===== config.mk =====
export PLATFORM = sky130hd
export DESIGN_NAME = sram_like_arbiter
export DESIGN_NICKNAME = d
export VERILOG_FILES = /design/src/rtl/sram_like_arbiter.sv
export SDC_FILE = /design/constraint.sdc
export NUM_CORES = 1
export LEC_CHECK = 0
export BUFFER_PORTS_ARGS = -buffer_cell sky130_fd_sc_hd__buf_2
export CELL_PAD_IN_SITES_DETAIL_PLACEMENT = 0
export CELL_PAD_IN_SITES_GLOBAL_PLACEMENT = 1
export CORE_MARGIN = 10
export CORE_UTILIZATION = 17
export DETAILED_ROUTE_END_ITERATION = 8
export GPL_TIMING_DRIVEN = 0
export HOLD_SLACK_MARGIN = 0.06
export MAX_ROUTING_LAYER = met4
export PLACE_DENSITY_LB_ADDON = 0.1
export SYNTH_ARGS = -nofsm -noshare
export SYNTH_HDL_FRONTEND = slang
export SYNTH_SLANG_ARGS = --single-unit

===== constraint.sdc =====
create_clock -name clk -period 5.79 [get_ports clk]
set_input_delay 1.158 -clock clk [delete_from_list [all_inputs] [get_ports clk]]
set_output_delay 1.158 -clock clk [all_outputs]
set_load 0.01 [all_outputs]

===== src/rtl/sram_like_arbiter.sv =====
// sram_like_arbiter
// Shares one downstream SRAM-like memory port between the CPU instruction
// port and data port. Request issue uses fixed data priority. Once a request
// has been presented without addr_ok, the grant stays with that requester
// until it is accepted. An in-order owner FIFO records who issued each
// accepted transaction, so every data_ok is routed back to its requester.
//
// Ports
//   clk, rst            : clock, synchronous active-high reset
//   inst_* (in)         : instruction requester req/wr/size/addr/wdata
//   inst_* (out)        : instruction addr_ok, data_ok, rdata
//   data_* (in)         : data requester req/wr/size/addr/wdata
//   data_* (out)        : data addr_ok, data_ok, rdata
//   mem_*  (out)        : downstream req/wr/size/addr/wdata
//   mem_*  (in)         : downstream addr_ok, data_ok, rdata
module sram_like_arbiter #(
   parameter int DEPTH = 2
) (
   input  logic        clk,
   input  logic        rst,
   input  logic        inst_req,
   input  logic        inst_wr,
   input  logic [1:0]  inst_size,
   input  logic [31:0] inst_addr,
   input  logic [31:0] inst_wdata,
   output logic        inst_addr_ok,
   output logic        inst_data_ok,
   output logic [31:0] inst_rdata,
   input  logic        data_req,
   input  logic        data_wr,
   input  logic [1:0]  data_size,
   input  logic [31:0] data_addr,
   input  logic [31:0] data_wdata,
   output logic        data_addr_ok,
   output logic        data_data_ok,
   output logic [31:0] data_rdata,
   output logic        mem_req,
   output logic        mem_wr,
   output logic [1:0]  mem_size,
   output logic [31:0] mem_addr,
   output logic [31:0] mem_wdata,
   input  logic        mem_addr_ok,
   input  logic        mem_data_ok,
   input  logic [31:0] mem_rdata
);

   localparam int CNT_W = $clog2(DEPTH + 1);
   localparam int PTR_W = (DEPTH > 1) ? $clog2(DEPTH) : 1;

   typedef enum logic [1:0] {
      ST_FREE   = 2'd0,
      ST_LOCK_I = 2'd1,
      ST_LOCK_D = 2'd2
   } state_t;

   state_t             r_state;
   state_t             w_state_next;

   logic [CNT_W-1:0]   r_count;
   logic [PTR_W-1:0]   r_wr_ptr;
   logic [PTR_W-1:0]   r_rd_ptr;
   logic               r_owner [DEPTH];   // 0 = inst, 1 = data

   logic               w_full;
   logic               w_sel_data;
   logic               w_mem_req;
   logic               w_push;
   logic               w_pop;
   logic               w_head_data;

   assign w_full      = (r_count == CNT_W'(DEPTH));
   assign w_head_data = r_owner[r_rd_ptr];

   // ------------------------------------------------------------------
   // Grant FSM
   // ------------------------------------------------------------------
   always_ff @(posedge clk) begin
      if (rst) begin
         r_state <= ST_FREE;
      end else begin
         r_state <= w_state_next;
      end
   end

   always_comb begin
      w_state_next = r_state;
      w_sel_data   = 1'b0;
      w_mem_req    = 1'b0;
      case (r_state)
         ST_FREE: begin
            w_sel_data = data_req;
            w_mem_req  = (inst_req | data_req) & ~w_full;
            // A request left hanging pins the grant to its owner so the
            // payload seen downstream cannot switch before addr_ok.
            if (w_mem_req && !mem_addr_ok) begin
               w_state_next = w_sel_data ? ST_LOCK_D : ST_LOCK_I;
            end
         end
         ST_LOCK_I: begin
            w_sel_data = 1'b0;
            w_mem_req  = inst_req;
            // Owner dropping req is a protocol violation; release quietly.
            if (!inst_req || mem_addr_ok) begin
               w_state_next = ST_FREE;
            end
         end
         ST_LOCK_D: begin
            w_sel_data = 1'b1;
            w_mem_req  = data_req;
            if (!data_req || mem_addr_ok) begin
               w_state_next = ST_FREE;
            end
         end
         default: begin
            w_state_next = ST_FREE;
         end
      endcase
      if (rst) begin
         w_mem_req = 1'b0;
      end
   end

   // ------------------------------------------------------------------
   // Owner FIFO
   // ------------------------------------------------------------------
   // A lock is only entered while not full and pops can only free space,
   // so a push at lock release never overflows.
   assign w_push = w_mem_req & mem_addr_ok;
   assign w_pop  = mem_data_ok & (r_count != '0) & ~rst;

   generate
      for (genvar gi = 0; gi < DEPTH; gi++) begin : g_owner
         always_ff @(posedge clk) begin
            if (rst) begin
               r_owner[gi] <= 1'b0;
            end else if (w_push && (r_wr_ptr == PTR_W'(gi))) begin
               r_owner[gi] <= w_sel_data;
            end
         end
      end
   endgenerate

   always_ff @(posedge clk) begin
      if (rst) begin
         r_wr_ptr <= '0;
         r_rd_ptr <= '0;
         r_count  <= '0;
      end else begin
         if (w_push) begin
            r_wr_ptr <= (r_wr_ptr == PTR_W'(DEPTH - 1)) ? '0 : r_wr_ptr + 1'b1;
         end
         if (w_pop) begin
            r_rd_ptr <= (r_rd_ptr == PTR_W'(DEPTH - 1)) ? '0 : r_rd_ptr + 1'b1;
         end
         case ({w_push, w_pop})
            2'b10:   r_count <= r_count + 1'b1;
            2'b01:   r_count <= r_count - 1'b1;
            default: r_count <= r_count;
         endcase
      end
   end

   // ------------------------------------------------------------------
   // Downstream payload and upstream acknowledge routing
   // ------------------------------------------------------------------
   assign mem_req   = w_mem_req;
   assign mem_wr    = w_sel_data ? data_wr    : inst_wr;
   assign mem_size  = w_sel_data ? data_size  : inst_size;
   assign mem_addr  = w_sel_data ? data_addr  : inst_addr;
   assign mem_wdata = w_sel_data ? data_wdata : inst_wdata;

   assign inst_addr_ok = w_push & ~w_sel_data;
   assign data_addr_ok = w_push &  w_sel_data;

   assign inst_data_ok = w_pop & ~w_head_data;
   assign data_data_ok = w_pop &  w_head_data;

   assign inst_rdata = mem_rdata;
   assign data_rdata = mem_rdata;

endmodule

==> results.py, run 1 <==
metrics = {
    "sta": {
        "fin_crit_sh_pct": 62.8,
        "slew_violations": 0,
        "hold_violations": 0,
        "relSlewSlack_pct": 70.3,
        "fin_setup_tns_ns": 0,
        "whs_ns": 0.500,
        "fin_crit_ns": 3.64,
        "layout_setup_ws_ns": 2.15,
        "worst_clock_skew_ns": 0.00149,
        "fmax_ghz": 0.275,
        "setup_viol_count_final": 0,
        "tightest_slew_ns": 0.446,
        "rsz0062_at_grt": "no",
    },
    "pwr": {
        "switchingPower_w": 0.000152,
        "combPwrFrac_pct": 65.8,
        "seqPwrFrac_pct": 17.5,
        "p_clk_share_pct": 16.7,
        "intPower_w": 0.000275,
        "p_sw_share_pct": 35.5,
        "pwr_density_cell_nw_per_um2": 128,
        "total_leakage_power_nw": 1.88,
        "vdd_drop_max_mv": 0.0736,
    },
    "outcome": {
        "status": "completed",
    },
    "place": {
        "placed_cell_area_um2": 3280,
        "port_buffers": 275,
        "gp_congestion": 0.759,
        "dp_slack_ns": 2.10,
        "dp_hpwl_mm": 11.0,
        "placed_cells": 596,
    },
    "floorplan": {
        "die_w_um": 121,
        "initial_core_util_pct": 17.7,
        "die_height_um": 121,
        "rows": 36,
        "io_pins": 308,
        "core_area_um2": 9860,
        "dieArea_um2": 14700,
    },
    "worst_setup_path": {
        "cp.required_ns": 4.63,
        "endpoint_kind": "output port",
        "crit_family": "buffers and inverters",
        "crit_path_cell_trace": "buf_2 > o21bai_1 > buf_2 > buf_2 > mux2_2 > buf_2",
        "arrival_ns": 2.48,
        "setup.worst_path.start_class": "input port",
        "crit_slowest_cell": "mux2_2",
        "critical_path_buf_inv_count": 4,
        "worstSetupPathType": "in -> out",
        "critPathMostFrequentCell": "buf_2",
        "slowest_delay_ns": 0.39,
        "cp_max_fo": 10,
    },
    "drt": {
        "totalWireLength_mm": 11.7,
        "dr_total_vias": 2312,
        "routedWlPerCell_um": 19.4,
        "antenna_left": 0,
        "viasPerCell": 3.83,
        "route.detailed.drc": 0,
        "first_iter_violations": 47,
        "drt_first_pass_iters": 3,
    },
    "global_routing": {
        "antenna_found_initial": 2,
        "grt.overflow.total": 0,
        "grt_pass1_vias": 2628,
        "grt_max_degree": 11,
        "grtUsageTotal_pct": 14.9,
        "grt_pass1_wl_mm": 16.1,
    },
    "logic_synthesis": {
        "ys_ff_latch": 9,
        "synth.distinct_cells": 25,
        "syn_inst": 188,
        "ys_seq_area_share_pct": 11.5,
        "yosysWarnings": 0,
        "synthesis.area_um2": 1740,
        "synth.net_count": 361,
        "synth_area_per_cell_um2": 9.26,
    },
    "finish": {
        "area_delta_synth_final_pct": 91.7,
        "fin_nets": 641,
        "seqCellArea_um2": 200,
        "finalInstanceArea_um2": 3340,
        "final_common_cell": "buf_2",
        "drive_above_1_share_pct": 89.5,
        "multi_input_area_um2": 1010,
        "final_cell_mix": "buf_2, mux2_2, buf_4",
        "fill_cells": 1098,
        "fin_cells": 604,
    },
    "clock_tree": {
        "cts_resized": 0,
        "clock_path_buffers": 2,
        "postCtsHoldBufs": 0,
        "cts_tree": "yes",
        "numCtsBuffers": 3,
        "clock-sinks": 9,
        "post_cts_buffers": 0,
        "root_buffer": "clkbuf_8",
        "clk-insertion-delay-late_ns": 0.23,
        "htreeDepth": 1,
        "clkSlewWorstSetupHoldPaths_ns": 0.04,
    },
    "job": {
        "drv_cap": 0,
    },
    "worst_hold_path": {
        "hp-class": "reg -> reg",
    },
}
==> Yosys cell counts <==
cell type	n	area (um^2)
nor4_1	1	6.26
or3_1	1	6.26
ha_1	1	12.5
edfxtp_1	2	60.1
nor4b_1	2	17.5
xor2_1	2	17.5
nor3_1	2	10.0
mux2i_1	1	10.0
o21ai_0	2	10.0
xnor2_1	1	8.76
nand2b_1	2	12.5
buf_4	64	480
a22o_1	1	8.76
nor2_1	6	22.5
clkbuf_1	1	3.75
mux2_2	67	754
and2_1	1	6.26
o21a_1	3	22.5
nor2b_1	4	25.0
inv_1	2	7.51
o21bai_1	3	22.5
dfxtp_1	7	140
a21oi_1	3	15.0
o211ai_4	1	21.3
buf_2	8	40.0
==> final timing paths <==
path                      startpoint                 endpoint  slack, ns  cells after the start
max                         data_req              mem_addr[1]       2.15                      6
min            r_wr_ptr$_SDFFE_PP0N_    r_wr_ptr$_SDFFE_PP0N_       0.50                      1
max reg2reg  r_state[1]$_SDFFE_PP0P_  r_count[1]$_SDFFE_PP0P_       3.82                      6
min reg2reg    r_wr_ptr$_SDFFE_PP0N_    r_wr_ptr$_SDFFE_PP0N_       0.50                      1
==> per-stage QoR <==
step	utilization, %	total power (W)
floorplan	-	0.000229
global placement	33.3	0.000364
detailed placement	33.3	0.000363
CTS	33.8	0.000437
global route	33.8	0.000459
finish	33.9	0.000426
==> cell type report <==
class	count	share of cell area, %
timing repair buffer	275	41.2
multi-input combinational	104	30.2
buffer	73	15.7
sequential	9	5.99
tap	133	4.98
clock buffer	4	1.35
antenna	4	0.300
inverter	2	0.225
==> layer usage <==
layer	track usage, %	wire (um)
met5	-	0
met4	2.16	106
met3	5.40	978
met2	29.5	6820
met1	13.4	3820
==> cell families after synthesis <==
family / synth area share, %
AOI/OAI and AO/OA: 5.75
xor gates and xnor gates: 1.51
DFF: 11.5
buffers and inverters: 30.5
and+or+nand+nor: 6.11
muxes: 43.9
adders and majority gates: 0.718
==> power groups by stage <==
| stage | Combinational, W | Sequential [W] | Clock, W |
|---|---|---|---|
| 2_1_floorplan | 0.000154 | 0.0000747 | 0 |
| 6_report | 0.000281 | 0.0000746 | 0.0000712 |
| 4_1_cts | 0.000289 | 0.0000747 | 0.0000732 |
| 3_5_place_dp | 0.000288 | 0.0000758 | 0 |
| 3_3_place_gp | 0.000288 | 0.0000757 | 0 |
| 5_1_grt | 0.000306 | 0.0000755 | 0.0000777 |
Note: power is estimated with default switching activity, not from simulation.
==> run 2: changes to the inputs <==
- CORE_UTILIZATION: 17 -> 14
- clock period: 5.79 -> 3 ns (I/O delays scaled with it)
==> results.py, run 2 (synthesized netlist as in run 1, its figures left out) <==
metrics = {
    "outcome": {
        "status": "completed",
    },
    "place": {
        "placed_cells": 631,
        "dp_hpwl_mm": 10.7,
        "port_buffers": 275,
        "gp_congestion": 0.768,
        "dp_slack_ns": 0.452,
    },
    "drt": {
        "drt_first_pass_iters": 4,
        "totalWireLength_mm": 11.4,
        "antenna_left": 0,
        "routedWlPerCell_um": 18.0,
        "dr_total_vias": 2287,
        "first_iter_violations": 58,
        "viasPerCell": 3.60,
        "route.detailed.drc": 0,
    },
    "sta": {
        "fin_setup_tns_ns": 0,
        "relSlewSlack_pct": 70.4,
        "fmax_ghz": 0.408,
        "setup_viol_count_final": 0,
        "worst_clock_skew_ns": 0.00116,
        "rsz0062_at_grt": "no",
        "slew_violations": 0,
        "layout_setup_ws_ns": 0.550,
        "fin_crit_sh_pct": 81.7,
        "fin_crit_ns": 2.45,
        "hold_violations": 0,
        "tightest_slew_ns": 0.444,
    },
    "clock_tree": {
        "clkSlewWorstSetupHoldPaths_ns": 0.04,
        "numCtsBuffers": 3,
        "htreeDepth": 1,
        "postCtsHoldBufs": 0,
        "root_buffer": "clkbuf_16",
        "clk-insertion-delay-late_ns": 0.24,
        "clock_path_buffers": 2,
        "cts_tree": "yes",
        "cts_resized": 0,
        "clock-sinks": 9,
        "post_cts_buffers": 0,
    },
    "job": {
        "drv_cap": 0,
    },
    "global_routing": {
        "grt_max_degree": 11,
        "grtUsageTotal_pct": 12.5,
        "grt_pass1_vias": 2593,
        "grt_pass1_wl_mm": 16.4,
        "grt.overflow.total": 0,
        "antenna_found_initial": 0,
    },
    "worst_setup_path": {
        "arrival_ns": 1.85,
        "setup.worst_path.start_class": "input port",
        "worstSetupPathType": "in -> out",
        "cp.required_ns": 2.40,
        "cp_max_fo": 10,
        "endpoint_kind": "output port",
    },
    "finish": {
        "fin_nets": 641,
        "fill_cells": 1394,
        "fin_cells": 635,
        "area_delta_synth_final_pct": 95.6,
        "final_cell_mix": "buf_2, mux2_2, buf_4",
        "multi_input_area_um2": 1010,
        "n_antenna_cell": 0,
        "seqCellArea_um2": 200,
        "drive_above_1_share_pct": 89.5,
        "final_common_cell": "buf_2",
    },
    "floorplan": {
        "rows": 40,
        "initial_core_util_pct": 14.4,
        "io_pins": 308,
        "core_area_um2": 12100,
        "die_w_um": 132,
        "die_height_um": 132,
        "dieArea_um2": 17300,
    },
    "pwr": {
        "total_leakage_power_nw": 1.90,
        "power_w": 0.000923,
        "vdd_drop_max_mv": 0.135,
        "pwr_density_cell_nw_per_um2": 271,
    },
    "worst_hold_path": {
        "hp-class": "reg -> reg",
    },
}
## run 2: cell count changes in the layout (fill, tap and decap cells not counted), sizes merged
cell / before / now
diode: 4 / 0
## run 2: layer usage
| layer | GRT usage (%) | up-vias | wire length (um) | share of wire, % |
|---|---|---|---|---|
| met5 | - | - | 0 | 0 |
| met4 | 1.79 | 0 | 79 | 0.69 |
| met3 | 5.03 | 6 | 1150 | 10 |
| met2 | 25.5 | 132 | 6740 | 59 |
| met1 | 10.4 | 1002 | 3450 | 30 |
| li1 | - | 1147 | - | - |
## run 2: worst max-delay path, stage by stage
cell	delay, ns
buf_2	0.11
o21bai_1	0.11
buf_2	0.22
buf_2	0.28
mux2_2	0.37
buf_2	0.15
## run 2: per-stage QoR
stage	utilization, %	hold slack, ns	area (um^2)
after global placement	27.5	0.481	3330
final	28.1	0.504	3410
after CTS	28.1	0.510	3410
after global routing	28.1	0.527	3410
after floorplan	-	0.462	1740
after detailed placement	27.5	0.501	3330
## run 2: final cells by class
cell class / instances / area share [%]
Buffer: 73 / 15.4
Clock buffer: 4 / 2.31
Tap cell: 168 / 6.17
Multi-Input combinational cell: 104 / 29.6
Inverter: 2 / 0.220
Sequential cell: 9 / 5.88
Timing Repair Buffer: 275 / 40.4
## run 2: final timing paths
kind / from / end / slack (ns) / cells after the start
max: data_req / mem_addr[3] / 0.55 / 6
min: r_wr_ptr$_SDFFE_PP0N_ / r_wr_ptr$_SDFFE_PP0N_ / 0.50 / 1
max reg2reg: r_state[1]$_SDFFE_PP0P_ / r_count[1]$_SDFFE_PP0P_ / 1.01 / 6
min reg2reg: r_wr_ptr$_SDFFE_PP0N_ / r_wr_ptr$_SDFFE_PP0N_ / 0.50 / 1
## run 2: power breakdown
group	switching [W]	leakage (nW)	internal, W	total [W]
combinational	0.000238	1.78	0.000302	0.000540
sequential	0.00000830	0.0782	0.000136	0.000144
clock	0.0000610	0.0382	0.000178	0.000239
==> run 3: changes to the inputs <==
- ABC_AREA: default -> 1
- CORE_UTILIZATION: 14 -> 15
- clock period: 3 -> 2.4 ns (I/O delays scaled with it)
==> results.py, run 3 <==
metrics = {
    "worst_hold_path": {
        "hp-class": "reg -> reg",
        "min_path_cells": 1,
        "hold_end": "r_count[0]$_SDFFE_PP0P_",
        "worstHoldStart": "r_count[0]$_SDFFE_PP0P_",
    },
    "logic_synthesis": {
        "syn_inst": 349,
        "ys_top_cells_by_area": "nand2_1, buf_4, dfxtp_1",
        "synth.most_common_cell": "nand2_1",
        "dominantRegCellSynth": "dfxtp_1",
        "synth_edf_count": 2,
        "synth.net_count": 522,
        "synthesis.area_um2": 1860,
        "synth_top_area_share_pct": 42.5,
        "synth.distinct_cells": 25,
        "yosysWarnings": 0,
        "ys_seq_area_share_pct": 10.8,
        "yosys.area.top_type": "nand2_1",
        "synth.cells.most_frequent": "nand2_1, buf_4, inv_1",
        "synth_area_per_cell_um2": 5.32,
        "ys_ff_latch": 9,
        "postSynth.asyncResetShare_pct": 0,
    },
    "place": {
        "port_buffers": 274,
        "gp_congestion": 0.746,
        "dp_hpwl_mm": 10.9,
        "placed_cells": 791,
    },
    "outcome": {
        "status": "completed",
    },
    "floorplan": {
        "core_area_um2": 12100,
        "die_w_um": 131,
        "initial_core_util_pct": 15.4,
        "dieArea_um2": 17200,
        "io_pins": 308,
        "rows": 40,
        "die_height_um": 131,
    },
    "worst_setup_path": {
        "worst-r2r-cell-count": 8,
        "slowest_delay_ns": 0.37,
        "cp.required_ns": 1.92,
        "critPathMostFrequentCell": "nand2_1",
        "crit_path_cell_trace": "inv_2 > nand2_1 > nand2_2 > inv_4 > buf_2 > nand2_1 > nand2_1 > buf_2",
        "setup.worst_path.start_class": "flop",
        "r2r_setup_slack_ns": 0.83,
        "arrival_ns": 1.54,
        "endpoint_kind": "output port",
        "rr_startpoint": "r_state[1]$_SDFFE_PP0P_",
        "critical_path_buf_inv_count": 4,
        "cp_max_fo": 10,
        "crit_slowest_cell": "dfxtp_1",
        "timing.rr.end": "r_count[1]$_SDFFE_PP0P_",
        "crit_family": "buffers and inverters",
        "worstSetupPathType": "reg -> out",
    },
    "clock_tree": {
        "htreeDepth": 1,
        "clock-sinks": 9,
        "clock_path_buffers": 2,
        "cts_tree": "yes",
        "post_cts_buffers": 0,
        "clkSlewWorstSetupHoldPaths_ns": 0.04,
        "numCtsBuffers": 3,
        "cts_resized": 0,
        "root_buffer": "clkbuf_16",
        "clk-insertion-delay-late_ns": 0.24,
        "postCtsHoldBufs": 0,
    },
    "pwr": {
        "vdd_drop_max_mv": 0.191,
        "p_clk_share_pct": 24.2,
        "intPower_w": 0.000747,
        "pwr_density_cell_nw_per_um2": 347,
        "total_leakage_power_nw": 2.35,
        "switchingPower_w": 0.000474,
        "seqPwrFrac_pct": 14.4,
        "combPwrFrac_pct": 61.4,
        "p_sw_share_pct": 38.8,
    },
    "sta": {
        "fin_setup_tns_ns": 0,
        "whs_ns": 0.489,
        "slew_violations": 0,
        "fmax_ghz": 0.495,
        "rsz0062_at_grt": "no",
        "hold_violations": 0,
        "tightest_slew_ns": 0.347,
        "fin_crit_sh_pct": 84.2,
        "worst_clock_skew_ns": 0.00201,
        "setup_viol_count_final": 0,
        "relSlewSlack_pct": 76.8,
        "fin_crit_ns": 2.02,
    },
    "drt": {
        "totalWireLength_mm": 12.1,
        "drt_first_pass_iters": 4,
        "antenna_left": 0,
        "viasPerCell": 3.70,
        "first_iter_violations": 111,
        "dr_total_vias": 2939,
        "routedWlPerCell_um": 15.2,
        "route.detailed.drc": 0,
    },
    "global_routing": {
        "grt_max_degree": 11,
        "grt_pass1_wl_mm": 17.9,
        "grtUsageTotal_pct": 13.3,
        "grt_pass1_vias": 3093,
        "antenna_found_initial": 0,
        "grt.overflow.total": 0,
    },
    "finish": {
        "fill_cells": 1429,
        "final_common_cell": "buf_2",
        "fin_cells": 795,
        "fin_nets": 801,
        "area_delta_synth_final_pct": 89.5,
        "final_cell_mix": "buf_2, nand2_1, buf_4",
        "drive_above_1_share_pct": 58.4,
        "n_antenna_cell": 0,
    },
    "job": {
        "drv_cap": 0,
    },
}
## run 3: layer usage
layer  global-route usage (%)  up-vias  share of wire, %
met5                        -        -                 0
met4                     1.69        0              0.51
met3                     3.51        5               7.5
met2                     25.3      171                53
met1                     13.6     1224                39
li1                         -     1539                 -
## run 3: power groups by stage
stage / logic (W) / registers (W) / clock network (W)
final: 0.000749 / 0.000176 / 0.000295
after global routing: 0.000841 / 0.000178 / 0.000313
after CTS: 0.000772 / 0.000176 / 0.000302
after detailed placement: 0.000770 / 0.000179 / 0
after global placement: 0.000772 / 0.000178 / 0
after floorplan: 0.000404 / 0.000177 / 0
## run 3: cell families (layout without fill, tap and decap cells)
family | Yosys count | after routing | share of synthesized area [%]
fa+ha+maj | 1 | 1 | 0.674
xor+xnor | 2 | 2 | 0.944
flops | 9 | 9 | 10.8
buf+inv | 94 | 372 | 34.7
compound gates | 9 | 9 | 2.43
simple gates | 234 | 234 | 50.4
## run 3: area by class of cell
cell class	count	area (um^2)	area share [%]
Buffer	79	586	16.7
Clock buffer	4	78.8	2.24
Inverter	15	58.8	1.67
Multi-Input combinational cell	246	1010	28.8
Sequential cell	9	200	5.69
Tap cell	168	210	5.98
Timing Repair Buffer	274	1370	39.0
## run 3: stage by stage
step,instance area [um^2],worst slack [ns],utilization [%],total power [W]
2_1_floorplan,1860,0.808,-,0.000581
3_3_place_gp,3440,0.397,28.5,0.000950
3_5_place_dp,3440,0.380,28.5,0.000948
4_1_cts,3520,0.319,29.1,0.00125
5_1_grt,3520,0.205,29.1,0.00133
6_report,3520,0.379,29.1,0.00122
## run 3: how the worst max path moves through the flow
stage | cells past startpoint | slack [ns] | endpoint | from
floorplan | 7 | 0.81 | r_count[1]$_SDFFE_PP0P_ | rst
global placement | 8 | 0.40 | mem_wdata[0] | data_req
detailed placement | 8 | 0.38 | mem_wdata[0] | data_req
CTS | 8 | 0.32 | mem_wdata[0] | r_state[0]$_SDFFE_PP0P_
global route | 8 | 0.21 | mem_wdata[7] | r_state[0]$_SDFFE_PP0P_
finish | 8 | 0.38 | mem_wdata[0] | r_state[0]$_SDFFE_PP0P_
